[src/rtl/pim_bus_pkg.sv]
//------------------------------------------------------------------------------
// +--------------------------------------------------------------------------+
// | Module   : pim_bus_pkg                                                   |
// | Brief    : Shared types and constants for the PIM command bridge.        |
// |            Optional feature macro: PIM_CMD_BRIDGE_ERR_EN (range check).  |
// | Revision : 1.0  initial release                                          |
// +--------------------------------------------------------------------------+
//------------------------------------------------------------------------------
`default_nettype none

package pim_bus_pkg;

  // One queued core request: direction, address and write payload.
  typedef struct packed {
    logic        we;
    logic [31:0] addr;
    logic [31:0] wdata;
  } pim_cmd_t;

  // Issue FSM states.
  typedef enum logic [1:0] {
    ST_IDLE    = 2'd0,
    ST_ISSUE   = 2'd1,
    ST_RD_WAIT = 2'd2
  } pim_state_e;

  // Peripheral window checked when the range check is enabled.
  localparam logic [31:0] PIM_BASE      = 32'h4000_0000;
  localparam logic [31:0] PIM_SIZE      = 32'h0001_0000;
  // Address 0 on the peripheral port means "no command this cycle".
  localparam logic [31:0] PIM_IDLE_ADDR = 32'h0000_0000;

  // True when a request must not reach the peripheral (it still gets a response).
  function automatic logic pim_addr_blocked(input logic [31:0] addr);
`ifdef PIM_CMD_BRIDGE_ERR_EN
    return (addr == PIM_IDLE_ADDR) || (addr < PIM_BASE) ||
           ((addr - PIM_BASE) >= PIM_SIZE);
`else
    return (addr == PIM_IDLE_ADDR);
`endif
  endfunction

endpackage

`default_nettype wire

[src/rtl/pim_cmd_fifo.sv]
//------------------------------------------------------------------------------
// +--------------------------------------------------------------------------+
// | Module   : pim_cmd_fifo                                                  |
// | Brief    : Synchronous FIFO of pim_cmd_t with occupancy count.           |
// |            Head is readable combinationally (first-word fall-through).  |
// | Revision : 1.0  initial release                                          |
// +--------------------------------------------------------------------------+
//------------------------------------------------------------------------------
`default_nettype none

module pim_cmd_fifo
  import pim_bus_pkg::*;
#(
  parameter int FIFO_DEPTH = 4
) (
  input  logic                        clk_i,
  input  logic                        rst_ni,
  input  logic                        push,
  input  pim_cmd_t                    push_data,
  input  logic                        pop,
  output pim_cmd_t                    head,
  output logic                        full,
  output logic                        empty,
  output logic [$clog2(FIFO_DEPTH):0] count
);

  localparam int            AW       = $clog2(FIFO_DEPTH);
  localparam int            CW       = AW + 1;
  localparam logic [AW-1:0] LAST_IDX = AW'(FIFO_DEPTH - 1);
  localparam logic [CW-1:0] FULL_CNT = CW'(FIFO_DEPTH);

  pim_cmd_t      mem [FIFO_DEPTH];
  logic [AW-1:0] wr_ptr;
  logic [AW-1:0] rd_ptr;
  logic          push_ok;
  logic          pop_ok;

  assign full    = (count == FULL_CNT);
  assign empty   = (count == '0);
  assign push_ok = push && !full;
  assign pop_ok  = pop && !empty;
  assign head    = mem[rd_ptr];

  // Pointer advance (modulo depth) and occupancy tracking.
  always_ff @(posedge clk_i or negedge rst_ni) begin
    if (!rst_ni) begin
      wr_ptr <= '0;
      rd_ptr <= '0;
      count  <= '0;
    end else begin
      if (push_ok) wr_ptr <= (wr_ptr == LAST_IDX) ? '0 : wr_ptr + AW'(1);
      if (pop_ok)  rd_ptr <= (rd_ptr == LAST_IDX) ? '0 : rd_ptr + AW'(1);
      case ({push_ok, pop_ok})
        2'b10:   count <= count + CW'(1);
        2'b01:   count <= count - CW'(1);
        default: count <= count;
      endcase
    end
  end

  // Entry storage; contents are don't-care until written, so no reset.
  always_ff @(posedge clk_i) begin
    if (push_ok) mem[wr_ptr] <= push_data;
  end

endmodule

`default_nettype wire

[src/rtl/pim_cmd_bridge.sv]
//------------------------------------------------------------------------------
// +--------------------------------------------------------------------------+
// | Module   : pim_cmd_bridge                                                |
// | Brief    : Core req/gnt/rvalid bus to PIM peripheral command port.       |
// |            Queues requests, issues one command per cycle in order and    |
// |            returns read data after RD_LATENCY cycles.                    |
// |            Optional: define PIM_CMD_BRIDGE_ERR_EN for address range      |
// |            checking with err_o reporting.                                |
// | Revision : 1.0  initial release                                          |
// +--------------------------------------------------------------------------+
//------------------------------------------------------------------------------
`default_nettype none

module pim_cmd_bridge
  import pim_bus_pkg::*;
#(
  parameter int FIFO_DEPTH = 4,
  parameter int RD_LATENCY = 1
) (
  input  logic        clk_i,
  input  logic        rst_ni,
  input  logic        req_i,
  output logic        gnt_o,
  input  logic        we_i,
  input  logic [31:0] addr_i,
  input  logic [31:0] wdata_i,
  output logic        rvalid_o,
  output logic [31:0] rdata_o,
  output logic        err_o,
  output logic [31:0] peri_address_o,
  output logic [31:0] peri_data_o,
  input  logic [31:0] peri_data_i
);

  localparam int CW     = $clog2(FIFO_DEPTH) + 1;
  localparam int WAIT_W = 2;  // holds RD_LATENCY-1 for RD_LATENCY in 1..4

  pim_state_e        state;
  logic [WAIT_W-1:0] wait_cnt;
  logic              cur_is_read;

  pim_cmd_t          in_cmd;
  pim_cmd_t          fifo_head;
  pim_cmd_t          next_cmd;
  logic              fifo_full;
  logic              fifo_empty;
  logic [CW-1:0]     fifo_count;
  logic              accept;
  logic              push;
  logic              pop;
  logic              have_cmd;
  logic              slot_open;
  logic              issue;
  logic              next_blocked;
  logic              next_is_read;

  assign gnt_o  = !fifo_full;
  assign accept = req_i && gnt_o;
  assign in_cmd = '{we: we_i, addr: addr_i, wdata: wdata_i};

  // When the queue is empty an accepted request bypasses it so it reaches the
  // peripheral in the very next cycle; otherwise the queue head goes first.
  assign push = accept && !(issue && fifo_empty);
  assign pop  = issue && !fifo_empty;

  pim_cmd_fifo #(
    .FIFO_DEPTH (FIFO_DEPTH)
  ) u_fifo (
    .clk_i     (clk_i),
    .rst_ni    (rst_ni),
    .push      (push),
    .push_data (in_cmd),
    .pop       (pop),
    .head      (fifo_head),
    .full      (fifo_full),
    .empty     (fifo_empty),
    .count     (fifo_count)
  );

  // Select the next command and decide whether the next cycle can carry it.
  // A read response cycle may only overlap with another read issue: a write
  // or blocked command answers in its own issue cycle, which would collide
  // with the read response, so it waits one cycle (via IDLE).
  always_comb begin
    next_cmd     = fifo_empty ? in_cmd : fifo_head;
    next_blocked = pim_addr_blocked(next_cmd.addr);
    next_is_read = !next_cmd.we && !next_blocked;
    have_cmd     = (fifo_count != '0) || accept;
    slot_open    = 1'b0;
    case (state)
      ST_IDLE:    slot_open = 1'b1;
      ST_ISSUE:   slot_open = !cur_is_read;
      ST_RD_WAIT: slot_open = (wait_cnt == '0) && next_is_read;
      default:    slot_open = 1'b0;
    endcase
    issue = slot_open && have_cmd;
  end

  // Issue FSM with registered peripheral and response outputs.
  always_ff @(posedge clk_i or negedge rst_ni) begin
    if (!rst_ni) begin
      state          <= ST_IDLE;
      wait_cnt       <= '0;
      cur_is_read    <= 1'b0;
      rvalid_o       <= 1'b0;
      rdata_o        <= '0;
      err_o          <= 1'b0;
      peri_address_o <= PIM_IDLE_ADDR;
      peri_data_o    <= '0;
    end else begin
      rvalid_o       <= 1'b0;
      rdata_o        <= '0;
      err_o          <= 1'b0;
      peri_address_o <= PIM_IDLE_ADDR;
      peri_data_o    <= '0;

      if (state == ST_ISSUE && cur_is_read) begin
        state       <= ST_RD_WAIT;
        wait_cnt    <= WAIT_W'(RD_LATENCY - 1);
        cur_is_read <= 1'b0;
      end else if (state == ST_RD_WAIT && wait_cnt != '0) begin
        wait_cnt <= wait_cnt - WAIT_W'(1);
      end else begin
        // Read data is valid on the bus in the last wait cycle.
        if (state == ST_RD_WAIT) begin
          rvalid_o <= 1'b1;
          rdata_o  <= peri_data_i;
        end
        if (issue) begin
          state       <= ST_ISSUE;
          cur_is_read <= next_is_read;
          if (!next_blocked) begin
            peri_address_o <= next_cmd.addr;
            peri_data_o    <= next_cmd.we ? next_cmd.wdata : 32'h0;
          end
          if (!next_is_read) begin
            rvalid_o <= 1'b1;
`ifdef PIM_CMD_BRIDGE_ERR_EN
            err_o    <= next_blocked;
`endif
          end
        end else begin
          state <= ST_IDLE;
        end
      end
    end
  end

endmodule

`default_nettype wire

[config.mk]
export PLATFORM = sky130hd
export DESIGN_NAME = pim_cmd_bridge
export DESIGN_NICKNAME = d
export VERILOG_FILES = /design/src/rtl/pim_bus_pkg.sv /design/src/rtl/pim_cmd_fifo.sv /design/src/rtl/pim_cmd_bridge.sv
export SDC_FILE = /design/constraint.sdc
export NUM_CORES = 1
export LEC_CHECK = 0
export ABC_CLOCK_PERIOD_IN_PS = 12700
export BUFFER_PORTS_ARGS = -buffer_cell sky130_fd_sc_hd__buf_2
export CORE_AREA = 3 3 236 238
export CTS_CLUSTER_SIZE = 28
export DETAILED_ROUTE_END_ITERATION = 8
export DIE_AREA = 0 0 239 241
export GPL_TIMING_DRIVEN = 1
export PLACE_DENSITY = 0.48
export SYNTH_ARGS = -nofsm -noshare
export SYNTH_HDL_FRONTEND = slang
export SYNTH_SLANG_ARGS = --single-unit
[constraint.sdc]
create_clock -name clk_i -period 12.7 [get_ports clk_i]
set_clock_uncertainty 0.15 [all_clocks]
set_input_delay 0.635 -clock clk_i [delete_from_list [all_inputs] [get_ports clk_i]]
set_output_delay 0.635 -clock clk_i [all_outputs]
set_load 0.02 [all_outputs]
---- After elaboration in Yosys (flattened, before gate mapping) ----
Memory sizes are Yosys's and may differ from the RTL's.
Index checks and enable logic that the tools add are counted.
storage, ports and cells
  bits in registers ....................... 109
  RAM bits ................................ 260
  input bits .............................. 100
  output and inout bits ................... 99
  word-level logic and storage cells ...... 84
  memories ................................ 1
memories
  name        words  width  rd ports  clocked after memory_dff  wr ports  RTL line            text
  u_fifo.mem  4      65     1         0                         1         pim_cmd_fifo.sv:32  pim_cmd_t mem [FIFO_DEPTH];
cells by class
  add/subtract/negate cells ............... 5
  equal/unequal tests ..................... 8
  multiplexer cells ....................... 32
  reductions and logical operators ........ 28
operators with widths
  operator                                          count
  2-to-1 mux 32 bit                                 12
  2-to-1 mux 65 bit                                 1
  zero test 32 bit                                  1
  2-to-1 mux 2 bit                                  6
  logical AND 1 bit                                 11
  2-to-1 mux 1 bit                                  11
  == test 2 bit, second input constant              4
  nonzero test 2 bit                                4
  zero test 1 bit                                   6
  case mux 3 bit (2 select lines)                   1
  adder 2 x 1 -> 2 bit, second input constant       2
  == test 2 x 1 -> 1 bit, second input constant     2
  zero test 2 bit                                   2
  adder 3 x 1 -> 3 bit, second input constant       1
  == test 3 bit, second input constant              1
  zero test 3 bit                                   1
  case mux 1 bit (3 select lines)                   1
  nonzero test 3 bit                                1
  subtractor 3 x 1 -> 3 bit, second input constant  1
  != test 2 bit, second input constant              1
  AND reduction 2 bit                               1
  subtractor 2 x 1 -> 2 bit, second input constant  1
  logical OR 1 bit                                  1

---- Depth between registers and ports, before layout ----
  depth in word-level cells ............... 14
  mapped depth ............................ 15

---- Modules after synthesis ----
From an unflattened synthesis, not the netlist that was laid out.
second synthesis, totals
  cells, all modules ...................... 741
  area total of the unflattened synthesis .. 13980.9 um^2
by module, submodules not included
  module          times used  cells an instance  area each (um^2)  sequential area each (um^2)
  pim_cmd_fifo    1           381                9838.2            7982.7
  pim_cmd_bridge  1           360                4142.7            2552.4

---- Least setup slack after synthesis ----
Ideal clock, no wire load.
  path kind ............................... register to register
  start ................................... register u_fifo.rd_ptr[0]
  end ..................................... memory u_fifo.mem[0][0] (netlist bit) (enable)
  arrival ................................. 3967 ps
  data required time ...................... 12120 ps
  path slack .............................. 8153 ps
  stages on the path, launching flop included .. 10
  cell sequence ........................... dfrtp_1 > buf_6 > buf_2 > mux4_2 > nor4_1 > nand4_1 > o31ai_1 > or2_1 > a41o_4 > and2_1
between the ends
  cells in the longest elaborated chain, start to end .. 14
  elaborated cells between the ends (all ways) .. 15
  classes of those cells .................. 4 x mux; 10 x reduce/logical; 1 x memory
RTL lines
  what                                      RTL line              text
  start: declaration                        pim_cmd_fifo.sv:34    logic [AW-1:0] rd_ptr;
  start signal: assignment                  pim_cmd_fifo.sv:52    if (pop_ok) rd_ptr <= (rd_ptr == LAST_IDX) ? '0 : rd_ptr + AW'(1);
  memory (4 x 65 bit) *                     n/a
  2-to-1 mux 65 bit *                       pim_cmd_bridge.sv:85  next_cmd = fifo_empty ? in_cmd : fifo_head;
  zero test 32 bit                          pim_bus_pkg.sv:39     return (addr == PIM_IDLE_ADDR);
  zero test 1 bit                           n/a
  logical AND 1 bit *                       pim_cmd_bridge.sv:87  next_is_read = !next_cmd.we && !next_blocked;
  logical AND 1 bit *                       pim_cmd_bridge.sv:93  ST_RD_WAIT: slot_open = (wait_cnt == '0) && next_is_read;
  case mux 1 bit (3 select lines) *         pim_cmd_bridge.sv:90  case (state)
  logical AND 1 bit *                       pim_cmd_bridge.sv:96  issue = slot_open && have_cmd;
  logical AND 1 bit *                       pim_cmd_bridge.sv:63  assign push = accept && !(issue && fifo_empty);
  zero test 1 bit *                         pim_cmd_bridge.sv:63
  logical AND 1 bit *                       pim_cmd_bridge.sv:63
  logical AND 1 bit *                       pim_cmd_fifo.sv:40    assign push_ok = push && !full;
  2-to-1 mux 1 bit *                        pim_cmd_fifo.sv:63    if (push_ok) mem[wr_ptr] <= push_data;
  2-to-1 mux 1 bit (not written as such) *  pim_cmd_fifo.sv:63
  end: declaration                          pim_cmd_fifo.sv:32
Mark *: on every way between the ends. The rest lies on a longest branch, timed or not.

---- Worst setup path in the final report ----
  start ................................... register u_fifo.rd_ptr[0]
  end ..................................... memory u_fifo.mem[2][4] (netlist bit) (enable)
The elaborated chain is that of the path after synthesis.

==> impl_metrics.toml <==
[synth]
syn_inst = 789
synth_top_area_cell = "edfxtp_1"
synth_adder_area_share = 0.00771
synth_compound_area_frac = 0.0379
synth.top_cell.area_share = 0.559
syn-num-nets = 897
synthFlopType = "edfxtp_1"
ys_seq_area_frac = 0.754
synth_top_family_by_area = "multiplexers"
async_reset_ff_frac = 0.295
muxShareOfSynthArea = 0.110
ys_types = 43
synth_simple_gate_area_frac = 0.0696
netlist_area_mm2 = 0.0140
ys.warnings.count = 0
synth_edf_count = 260
synth_area_leaders = "edfxtp_1 (56%), dfrtp_1 (20%), mux4_2 (10%)"
synth_xor_area_frac = 0.00188
synth_seq_cells = 369
avgSynthCellArea_um2 = 17.7

[hold_path]
hp-class = "input pin to async pin"

[clock_tree]
cts_buffers = 41
cts_max_path_buffers = 3
clk_latency_ps = 550
hold_buffers = 0
post_cts_resized = 0
cts_tree = "built"
postCtsSetupBuffers = 0
htreeDepth = 2
cts_root_buf = "clkbuf_16"
clkTransAtPathRegs_ps = 50
clock_sinks = 369

[setup_path]
startpoint = "u_fifo.rd_ptr[0]$_DFFE_PN0P_"
endpoint_kind = "flop"
cp_max_fo = 46
cpMostUsedCell = "buf_4"
cp-start-kind = "flop"
cp.required_ps = 12720
path_class = "flop to flop"
cp_cell_sequence = "buf_4, mux4_2, nor4_1, nand4_1, o31ai_1, or2_1, a41o_4, and2_4, buf_4"
reg2reg_from = "u_fifo.rd_ptr[0]$_DFFE_PN0P_"
arrival_ps = 5160
critPathSlowestCell = "dfrtp_4"
slowest_delay_ps = 850

[timing]
hold_violations = 0
setup-violations-final = 0
clock.fmax_mhz = 195
period_minus_slack_ps = 5140
slew_headroom = 0.267
fin_tns_setup_ps = 0
timing.final.crit_share = 0.405
worstMarginPinSlew_ps = 1100
maxSlewViolCount = 0
rsz0062_at_grt = "no"

[pwr]
power_mw = 4.27
p_switching_mw = 1.42
cellLeakagePower_nw = 6.55
p_sw_frac = 0.334
power_density_mw_per_mm2 = 250
clkPwrFrac = 0.275
p_int_mw = 2.84
ir_drop_v = 0.000124
seqPwrFrac = 0.412
p_comb_frac = 0.314

[place]
gp_congestion = 0.705
postPlaceCellArea_mm2 = 0.0157
port-buffer-count = 197
hpwl_mm = 22.1

[global_routing]
grt_pass1_vias = 8130
grt_max_degree = 68
grt_use_total = 0.125
overflow = 0
grt_pass1_wl_mm = 53.4
antenna_found_initial = 5

[drt]
drt_iter0_drc = 403
antenna_left = 0
vias = 7430
post_drt_wl_per_cell_um = 20.5
routed_wirelength_mm = 35.5
via_per_inst = 4.29
drtPass1Iterations = 4
route.detailed.drc = 0

[floorplan]
die_h_um = 241
dieArea_mm2 = 0.0576
rows = 85
boundaryPins = 199
start_util = 0.259
fp.dieW_um = 239
core_mm2 = 0.0538

[cells_and_area]
fill_cells = 5286
seqCellArea_mm2 = 0.0105
utilization = 0.317
final_cell_mix = "edfxtp_1 (260), buf_2 (196), nand2_1 (131)"
drive_gt1_frac = 0.367
syn_to_final_growth_pct = 22.2
final_common_cell = "edfxtp_1"
nets = 1107
finish.instance_area_mm2 = 0.0171
multi_input_area_mm2 = 0.00320

[status]
status = "finished, final reports clean"

[job]
maxCapViolCount = 0
## cell type report
| type | instances | share of cell area |
|---|---|---|
| sequential | 369 | 0.618 |
| clock buffer | 59 | 0.0694 |
| multi-input combinational | 370 | 0.187 |
| clock inverter | 16 | 0.00946 |
| antenna | 4 | 0.000586 |
| timing repair buffer | 207 | 0.0623 |
| tap | 696 | 0.0510 |
| inverter | 10 | 0.00220 |
## registers in the layout (all words and copies together), names as in the netlist
signal	cells
u_fifo.wr_ptr	2
state	2
u_fifo.rd_ptr	2
peri_data_o	32
wait_cnt	2
rvalid_o	1
u_fifo.mem	260
peri_address_o	32
rdata_o	32
cur_is_read	1
u_fifo.count	3
## layer usage
layer  track usage  part of all wire
met3        0.0304             0.060
met5             0           0.00048
met2         0.213              0.51
met4        0.0361             0.020
met1         0.159              0.41
## kinds of logic (layout without fill, tap and decap cells)
group,count (synthesis),in the layout
AND/OR/NAND/NOR,211,211
XOR/XNOR,3,3
flip-flops,369,369
other,1,5
adder cells (fa/ha/maj),8,8
multiplexers,71,71
AO/OA/AOI/OAI,76,76
buffers and inverters,50,292
## cells in the mapped netlist (all sizes together), types with 2 or more instances
cell type,number
edfxtp,260
nand2,132
dfrtp,109
a21oi,66
mux4,65
and2,37
clkbuf,22
buf,18
nor4,15
nor2,11
inv,10
ha,7
mux2,5
nand2b,3
nand4,3
a211oi,2
nor3,2
o21ai,2
or3,2
xnor2,2
## path summary, 6_finish.rpt
path,endpoint,slack [ps],depth (start not counted)
max,u_fifo.mem[2][4]$_DFFE_PP_,7560,9
min,rdata_o[12]$_DFF_PN0_,60,1
max reg2reg,u_fifo.mem[2][4]$_DFFE_PP_,7560,9
min reg2reg,wait_cnt[0]$_DFFE_PN0P_,360,1
max in group asynchronous,u_fifo.rd_ptr[0]$_DFFE_PN0P_,11100,2
min in group clk_i,rdata_o[22]$_DFF_PN0_,150,2
## power by group through the flow
stage | Combinational [mW] | Sequential (mW) | Clock, mW
CTS | 1.39 | 1.77 | 1.21
detailed placement | 1.38 | 1.79 | 0
global placement | 1.38 | 1.78 | 0
finish | 1.34 | 1.76 | 1.17
global route | 1.48 | 1.79 | 1.26
floorplan | 0.882 | 1.83 | 0
## through the flow
step / std cells / worst slack [ps] / hold WS (ps)
floorplan: 789 / 8150 / 189
global placement: 1652 / 7420 / 342
detailed placement: 1652 / 7400 / 344
CTS: 1727 / 7390 / 70.6
global route: 1727 / 7120 / 119
finish: 1731 / 7560 / 64.2
## worst max-delay path, delay by kind of cell, from the launching register on
family,cells,cell delay (ps)
AOI/OAI and AO/OA,2,740
muxes,1,620
DFF,1,850
buffers and inverters,2,1360
and+or+nand+nor,4,990
(Power assumes the default switching activity.)
